`src/rtl/add_i8v4_arbiter_pkg.sv`:
```
// Shared types and constants for the two-requester i8x4 lane-wise adder.
// Defines the lane geometry, the result-slot state and the requester id type.
package add_i8v4_arbiter_pkg;

    localparam int LANES  = 4;
    localparam int LANE_W = 8;
    localparam int DATA_W = LANES * LANE_W;

    typedef enum logic {
        SLOT_EMPTY = 1'b0,
        SLOT_FULL  = 1'b1
    } slot_state_e;

    typedef logic req_id_t;
    typedef logic [DATA_W-1:0] word_t;

endpackage

```
`src/rtl/add_i8v4_arbiter_lanes.sv`:
```
// Combinational 4 x i8 lane adder; each lane wraps mod 256 with no carry
// crossing into its neighbour.
module add_i8v4_lanes
    import add_i8v4_arbiter_pkg::*;
(
    input  word_t a_i,
    input  word_t b_i,
    output word_t y_o
);

    generate
        for (genvar gi = 0; gi < LANES; gi++) begin : g_lane
            assign y_o[gi*LANE_W +: LANE_W] = a_i[gi*LANE_W +: LANE_W] + b_i[gi*LANE_W +: LANE_W];
        end
    endgenerate

endmodule

```
`src/rtl/add_i8v4_arbiter.sv`:
```
// Round-robin arbiter feeding one shared lane adder into a single result slot,
// with per-requester delivery counters.
module add_i8v4_arbiter
    import add_i8v4_arbiter_pkg::*;
#(
    parameter int CNT_W = 16
) (
    input  logic              clock,
    input  logic              reset,
    input  logic              in0_valid,
    output logic              in0_ready,
    input  logic [31:0]       in0_a,
    input  logic [31:0]       in0_b,
    input  logic              in1_valid,
    output logic              in1_ready,
    input  logic [31:0]       in1_a,
    input  logic [31:0]       in1_b,
    output logic              out_valid,
    input  logic              out_ready,
    output logic [31:0]       out_y,
    output logic              out_id,
    output logic [CNT_W-1:0]  done0_count,
    output logic [CNT_W-1:0]  done1_count
);

    slot_state_e      state_q, state_d;
    word_t            y_q, y_d;
    req_id_t          id_q, id_d;
    req_id_t          last_q, last_d;
    logic [CNT_W-1:0] cnt0_q, cnt0_d;
    logic [CNT_W-1:0] cnt1_q, cnt1_d;

    req_id_t grant;
    word_t   op_a, op_b, sum;
    logic    slot_free, accept, deliver;

    // A lone valid requester always wins; under contention the one not served last wins.
    always_comb begin
        grant = ~last_q;
        if (in0_valid && !in1_valid) begin
            grant = 1'b0;
        end else if (in1_valid && !in0_valid) begin
            grant = 1'b1;
        end
    end

    assign op_a = grant ? in1_a : in0_a;
    assign op_b = grant ? in1_b : in0_b;

    add_i8v4_lanes u_lanes (
        .a_i (op_a),
        .b_i (op_b),
        .y_o (sum)
    );

    assign slot_free = (state_q == SLOT_EMPTY) || out_ready;
    assign in0_ready = !reset && slot_free && (grant == 1'b0);
    assign in1_ready = !reset && slot_free && (grant == 1'b1);
    assign accept    = (in0_valid && in0_ready) || (in1_valid && in1_ready);
    assign deliver   = (state_q == SLOT_FULL) && out_ready;

    always_comb begin
        state_d = state_q;
        y_d     = y_q;
        id_d    = id_q;
        last_d  = last_q;
        if (accept) begin
            state_d = SLOT_FULL;
            y_d     = sum;
            id_d    = grant;
            last_d  = grant;
        end else if (deliver) begin
            state_d = SLOT_EMPTY;
        end
    end

    always_comb begin
        cnt0_d = cnt0_q;
        cnt1_d = cnt1_q;
        if (deliver && (id_q == 1'b0)) begin
            cnt0_d = cnt0_q + CNT_W'(1);
        end
        if (deliver && (id_q == 1'b1)) begin
            cnt1_d = cnt1_q + CNT_W'(1);
        end
    end

    always_ff @(posedge clock or posedge reset) begin
        if (reset) begin
            state_q <= SLOT_EMPTY;
            y_q     <= '0;
            id_q    <= 1'b0;
            last_q  <= 1'b1;
            cnt0_q  <= '0;
            cnt1_q  <= '0;
        end else begin
            state_q <= state_d;
            y_q     <= y_d;
            id_q    <= id_d;
            last_q  <= last_d;
            cnt0_q  <= cnt0_d;
            cnt1_q  <= cnt1_d;
        end
    end

    assign out_valid   = (state_q == SLOT_FULL);
    assign out_y       = y_q;
    assign out_id      = id_q;
    assign done0_count = cnt0_q;
    assign done1_count = cnt1_q;

endmodule

```
`config.mk`:
```
export PLATFORM = sky130hd
export DESIGN_NAME = add_i8v4_arbiter
export DESIGN_NICKNAME = d
export VERILOG_FILES = /design/src/rtl/add_i8v4_arbiter_pkg.sv /design/src/rtl/add_i8v4_arbiter_lanes.sv /design/src/rtl/add_i8v4_arbiter.sv
export SDC_FILE = /design/constraint.sdc
export NUM_CORES = 1
export LEC_CHECK = 0
export ABC_AREA = 1
export CORE_ASPECT_RATIO = 1.1
export CORE_UTILIZATION = 50
export CTS_BUF_LIST = sky130_fd_sc_hd__clkbuf_2 sky130_fd_sc_hd__clkbuf_4 sky130_fd_sc_hd__clkbuf_8
export CTS_CLUSTER_DIAMETER = 150
export DETAILED_ROUTE_END_ITERATION = 7
export PLACE_DENSITY_LB_ADDON = 0.2
export SKIP_LAST_GASP = 1
export SLEW_MARGIN = 20
export SYNTH_ARGS = -nofsm -noshare
export SYNTH_HDL_FRONTEND = slang
export SYNTH_SLANG_ARGS = --single-unit
```
`constraint.sdc`:
```
create_clock -name clock -period 6 [get_ports clock]
set_clock_uncertainty 0.2 [all_clocks]
set_input_delay 1.2 -clock clock [delete_from_list [all_inputs] [get_ports clock]]
set_output_delay 1.2 -clock clock [all_outputs]
set_load 0.005 [all_outputs]
```
-- After elaboration in Yosys (flattened, before gate mapping)
Cells that the tools add are included.
- $add $sub $neg: 6
- shifts and indexed selects: 0
- div/mod/pow operators: 0
- eq/ne operators: 0
- magnitude comparators: 0
- muxes and demuxes: 6
- $mul: 0
- reductions and logical operators: 16
- bitwise gates (word level): 4
- operator list (operator ; count):
    $mux 32 ; 2
    $add 16x1->16 const B ; 2
    $add 8x8->8 ; 4
    $logic_and 1x1->1 ; 10
    $mux 1 ; 4
    $not 1->1 ; 4
    $logic_not 1->1 ; 3
    $logic_or 1x1->1 ; 2
    $reduce_bool 2->1 ; 1
- latch bits: 0
- output and inout bits: 68
- bits in registers: 67
- bits of input ports: 133
- bits in writable memories: 0
- memories kept: 0
- bits in read-only memories: 0

-- Logic depth before layout (Yosys ltp)
- word-level depth: 9
- depth in mapped cells: 16

-- Hierarchy
From an unflattened synthesis, not the netlist that was laid out.
- cell total of the unflattened synthesis: 808
- area total of the unflattened synthesis: 5308.8 um^2
- by module, submodules not included (module ; cells each ; instances ; area an instance (um^2)):
    add_i8v4_arbiter ; 568 ; 1 ; 3942.5
    add_i8v4_lanes ; 240 ; 1 ; 1366.3

-- Least setup slack after synthesis
OpenSTA, ideal clock, no wires.
- path type: input-to-output
- start: in reset
- end: out in1_ready
- cell stages on the path: 3
- data arrival time: 3.084 ns
- path slack: 1.516 ns
- cell sequence: inv_1 -> nand2_2 -> a21oi_1
- longest elaborated chain between the ends: 3
- ends and longest elaborated chain (element ; line ; RTL):
    from (decl) ; add_i8v4_arbiter.sv:9 ; input logic reset,
    $logic_not 1->1 (no source line) ; -- ;
    $logic_and 1x1->1 (2 in a row) ; add_i8v4_arbiter.sv:58 ; assign in1_ready = !reset && slot_free && (grant == 1'b1);
    to (decl) ; add_i8v4_arbiter.sv:15 ; output logic in1_ready,
No other way between the ends.

-- Worst setup path in the final report
- start: in out_ready
- end: out in1_ready
- longest elaborated chain between the ends: 3
- ends and longest elaborated chain (element ; line ; RTL):
    from (decl) ; add_i8v4_arbiter.sv:19 ; input logic out_ready,
    $logic_or 1x1->1 ; add_i8v4_arbiter.sv:56 ; assign slot_free = (state_q == SLOT_EMPTY) || out_ready;
    $logic_and 1x1->1 (2 in a row) ; add_i8v4_arbiter.sv:58 ;
No other way between the ends.

==> results.yml <==
hold_path:
  worstHoldStart: "out_y[0]"
  hold_path_class: "flip-flop to flip-flop"
  hold_depth: 2
  worstHoldEndpoint: "out_y[0]"
placed_design:
  dpl_cell_area_sq_mm: 0.007353
  gp_congestion: 0.8393
  dp_worst_setup_slack_ns: 1.612
  place_hpwl_um: 11040
  io_buffers: 200
critical_path:
  worstPathRequired_ns: 4.60
  cp.arrival_ns: 2.76
  critPathMaxFanout: 3
  critPathLaunchType: "primary input"
  r2r_slack_ns: 2.89
  critPathKind: "primary input to output port"
  r2r_cells: 12
  rr_endpoint: "out_y[29]"
  crit_path_end_kind: "output port"
  r2r_start: "last_q"
route:
  drt_iter0_drc: 242
  drc: 0
  first_pass_iters: 4
  ant_nets: 0
  wl_per_cell_um: 13.40
  vias: 5276
  via_per_inst: 5.030
  wl_um: 14060
yosys:
  synth_flop_cell: "dfrtp_1"
  synth_cells: 705
  synthArstFlopShare_pct: 100.0
  seq_area_frac_synth_pct: 31.84
  synth_warnings: 0
  syn_nets: 872
  syn_avg_cell_area_sq_um: 7.475
  syn-cell-area_sq_mm: 0.005270
  ys_types: 32
  ys_ff_latch: 67
  synth_edf_count: 0
cts:
  cts_buffer_depth: 2
  clkTransAtPathRegs_ns: 0.08
  ctsResizeCount: 0
  cts_hold_buf: 0
  clock-root-buffer: "clkbuf_8"
  cts_max_level: 3
  cts_made_buffers: 9
  cts.sink_count: 67
  cts_tree: "yes"
  cts_setup_buffers: 0
  clk_latency_ns: 0.35
floorplanning:
  initial_utilization_pct: 52.53
  pin_count: 201
  die_x_um: 99.89
  die_area_sq_mm: 0.01095
  die_h_um: 109.7
  rows: 38
  core_sq_mm: 0.01003
sta:
  setup_violations: 0
  slew_headroom_pct: 43.53
  period_minus_slack_ns: 4.158
  slew_viol_final: 0
  hold_violations: 0
  final.setup.tns_ns: 0
  rsz0062_at_grt: "no"
  min_period_over_period_pct: 69.30
  setup_slack_ns: 1.842
  tightest_slew_ns: 0.8470
  max_freq_ghz: 0.2405
final_layout:
  n_antenna_cell: 0
  drive_above_1_share_pct: 10.01
  seq_area_sq_mm: 0.001678
  area_delta_synth_final_pct: 44.23
  fin_nets: 1071
  fin_util_pct: 75.77
  multiInputGateArea_sq_mm: 0.003093
  finalInstanceArea_sq_mm: 0.007601
  fillers: 753
global_route:
  antenna_found_initial: 0
  grt_pass1_wl_um: 23060
  grt_usage_pct: 26.73
  first_global_vias: 5330
  overflow: 0
  grt_max_degree: 77
outcome:
  status: "complete, no violations"
power_and_ir_drop:
  ir_drop_uv: 130.3
  pwr_density_cell_mw_per_mm2: 265.7
  leakage_uw: 0.003761
run:
  drv_cap: 0
## sequential cells by signal, summed over array words and instances, names as in the netlist
name         flops
out_y           32
out_id           1
done1_count     16
done0_count     16
out_valid        1
last_q           1
## Yosys cell counts (5+ instances only)
cell	count	area [sq um]
nand2_1	231	867.1
inv_1	103	386.6
dfrtp_1	66	1652
nor2_1	55	206.5
mux2_2	44	495.5
ha_1	30	375.4
nand3_1	28	140.1
xor2_1	22	192.7
o21ai_1	18	90.09
nand4_1	13	81.33
xnor2_1	11	96.34
o21ai_0	10	50.05
a21oi_1	9	45.04
o21ai_2	7	61.31
buf_2	6	30.03
buf_6	5	56.30
nand2_2	5	31.28
nor2_4	5	56.30
nor3_1	5	25.02
## logic make-up (layout without fill, tap and decap cells)
group,after synthesis,count (layout),synth area share (%)
AO/OA/AOI/OAI,48,48,5.152
XOR/XNOR,33,33,5.484
adder cells (fa/ha/maj),34,34,8.642
buffers and inverters,118,322,9.473
flip-flops,67,67,31.84
multiplexers,48,48,10.26
AND/OR/NAND/NOR,357,357,29.15
## worst max path at each step
| stage | from | endpoint | slack, ns | cells after the start |
|---|---|---|---|---|
| global route | in1_valid | out_y[15] | 1.72 | 14 |
| floorplan | reset | in1_ready | 1.52 | 3 |
| detailed placement | in1_valid | out_y[7] | 1.61 | 13 |
| finish | out_ready | in1_ready | 1.84 | 6 |
| CTS | out_ready | in1_ready | 1.83 | 6 |
| global placement | in1_valid | out_y[15] | 1.75 | 13 |
## cell usage in the layout (no fill, tap or decap)
cell type,instances
or2_2,4
nand2_4,1
nand3_4,2
o21ai_2,7
and2_1,3
nand2_1,231
nor2_4,5
clkinv_4,2
nor2_1,55
mux2_2,44
inv_6,1
nand3_1,28
xnor2_1,11
inv_1,102
o21ai_1,18
nor2_2,1
a31oi_1,4
clkbuf_8,9
buf_4,2
nor3_2,1
nand3b_1,3
a21oi_1,9
inv_2,2
mux2_1,4
fa_1,4
nand4_1,13
nand2_2,5
ha_1,30
dfstp_2,1
clkdlybuf4s50_1,200
nor3_1,5
clkinvlp_4,1
o21ai_0,10
bufinv_16,3
xor2_1,22
dfrtp_1,66
## stage by stage
stage	power (uW)	hold slack, ns	instances
floorplan	1125	0.2654	705
global placement	1514	0.2577	1033
detailed placement	1548	0.2607	1033
CTS	2029	0.2802	1049
global route	2157	0.3088	1049
finish	2020	0.2772	1049
## cell type report
type / instances / area share [%]
timing repair buffer: 202 / 26.53
tap: 140 / 2.305
sequential: 67 / 22.07
multi-input combinational: 520 / 40.69
inverter: 104 / 5.136
clock inverter: 7 / 1.630
clock buffer: 9 / 1.630
## where the power goes
group | leakage (uW) | internal (uW) | switching, uW
Clock | 0.000120 | 279 | 193
Combinational | 0.00278 | 478 | 421
Sequential | 0.000860 | 560 | 89.8
## worst max-delay path: stages
cell,delay [ns]
clkdlybuf4s50_1,0.59
inv_1,0.06
nand2_1,0.09
nand2_2,0.11
a21oi_1,0.18
clkdlybuf4s50_1,0.53
## metal layers
layer | up-vias | part of all wire, % | GRT usage, %
met3 | 49 | 5.1 | 4.641
met4 | 0 | 4.4 | 15.86
met1 | 2433 | 39 | 28.66
li1 | 2610 | - | -
met5 | - | 0 | 0
met2 | 184 | 52 | 49.31
(Power assumes the default switching activity.)
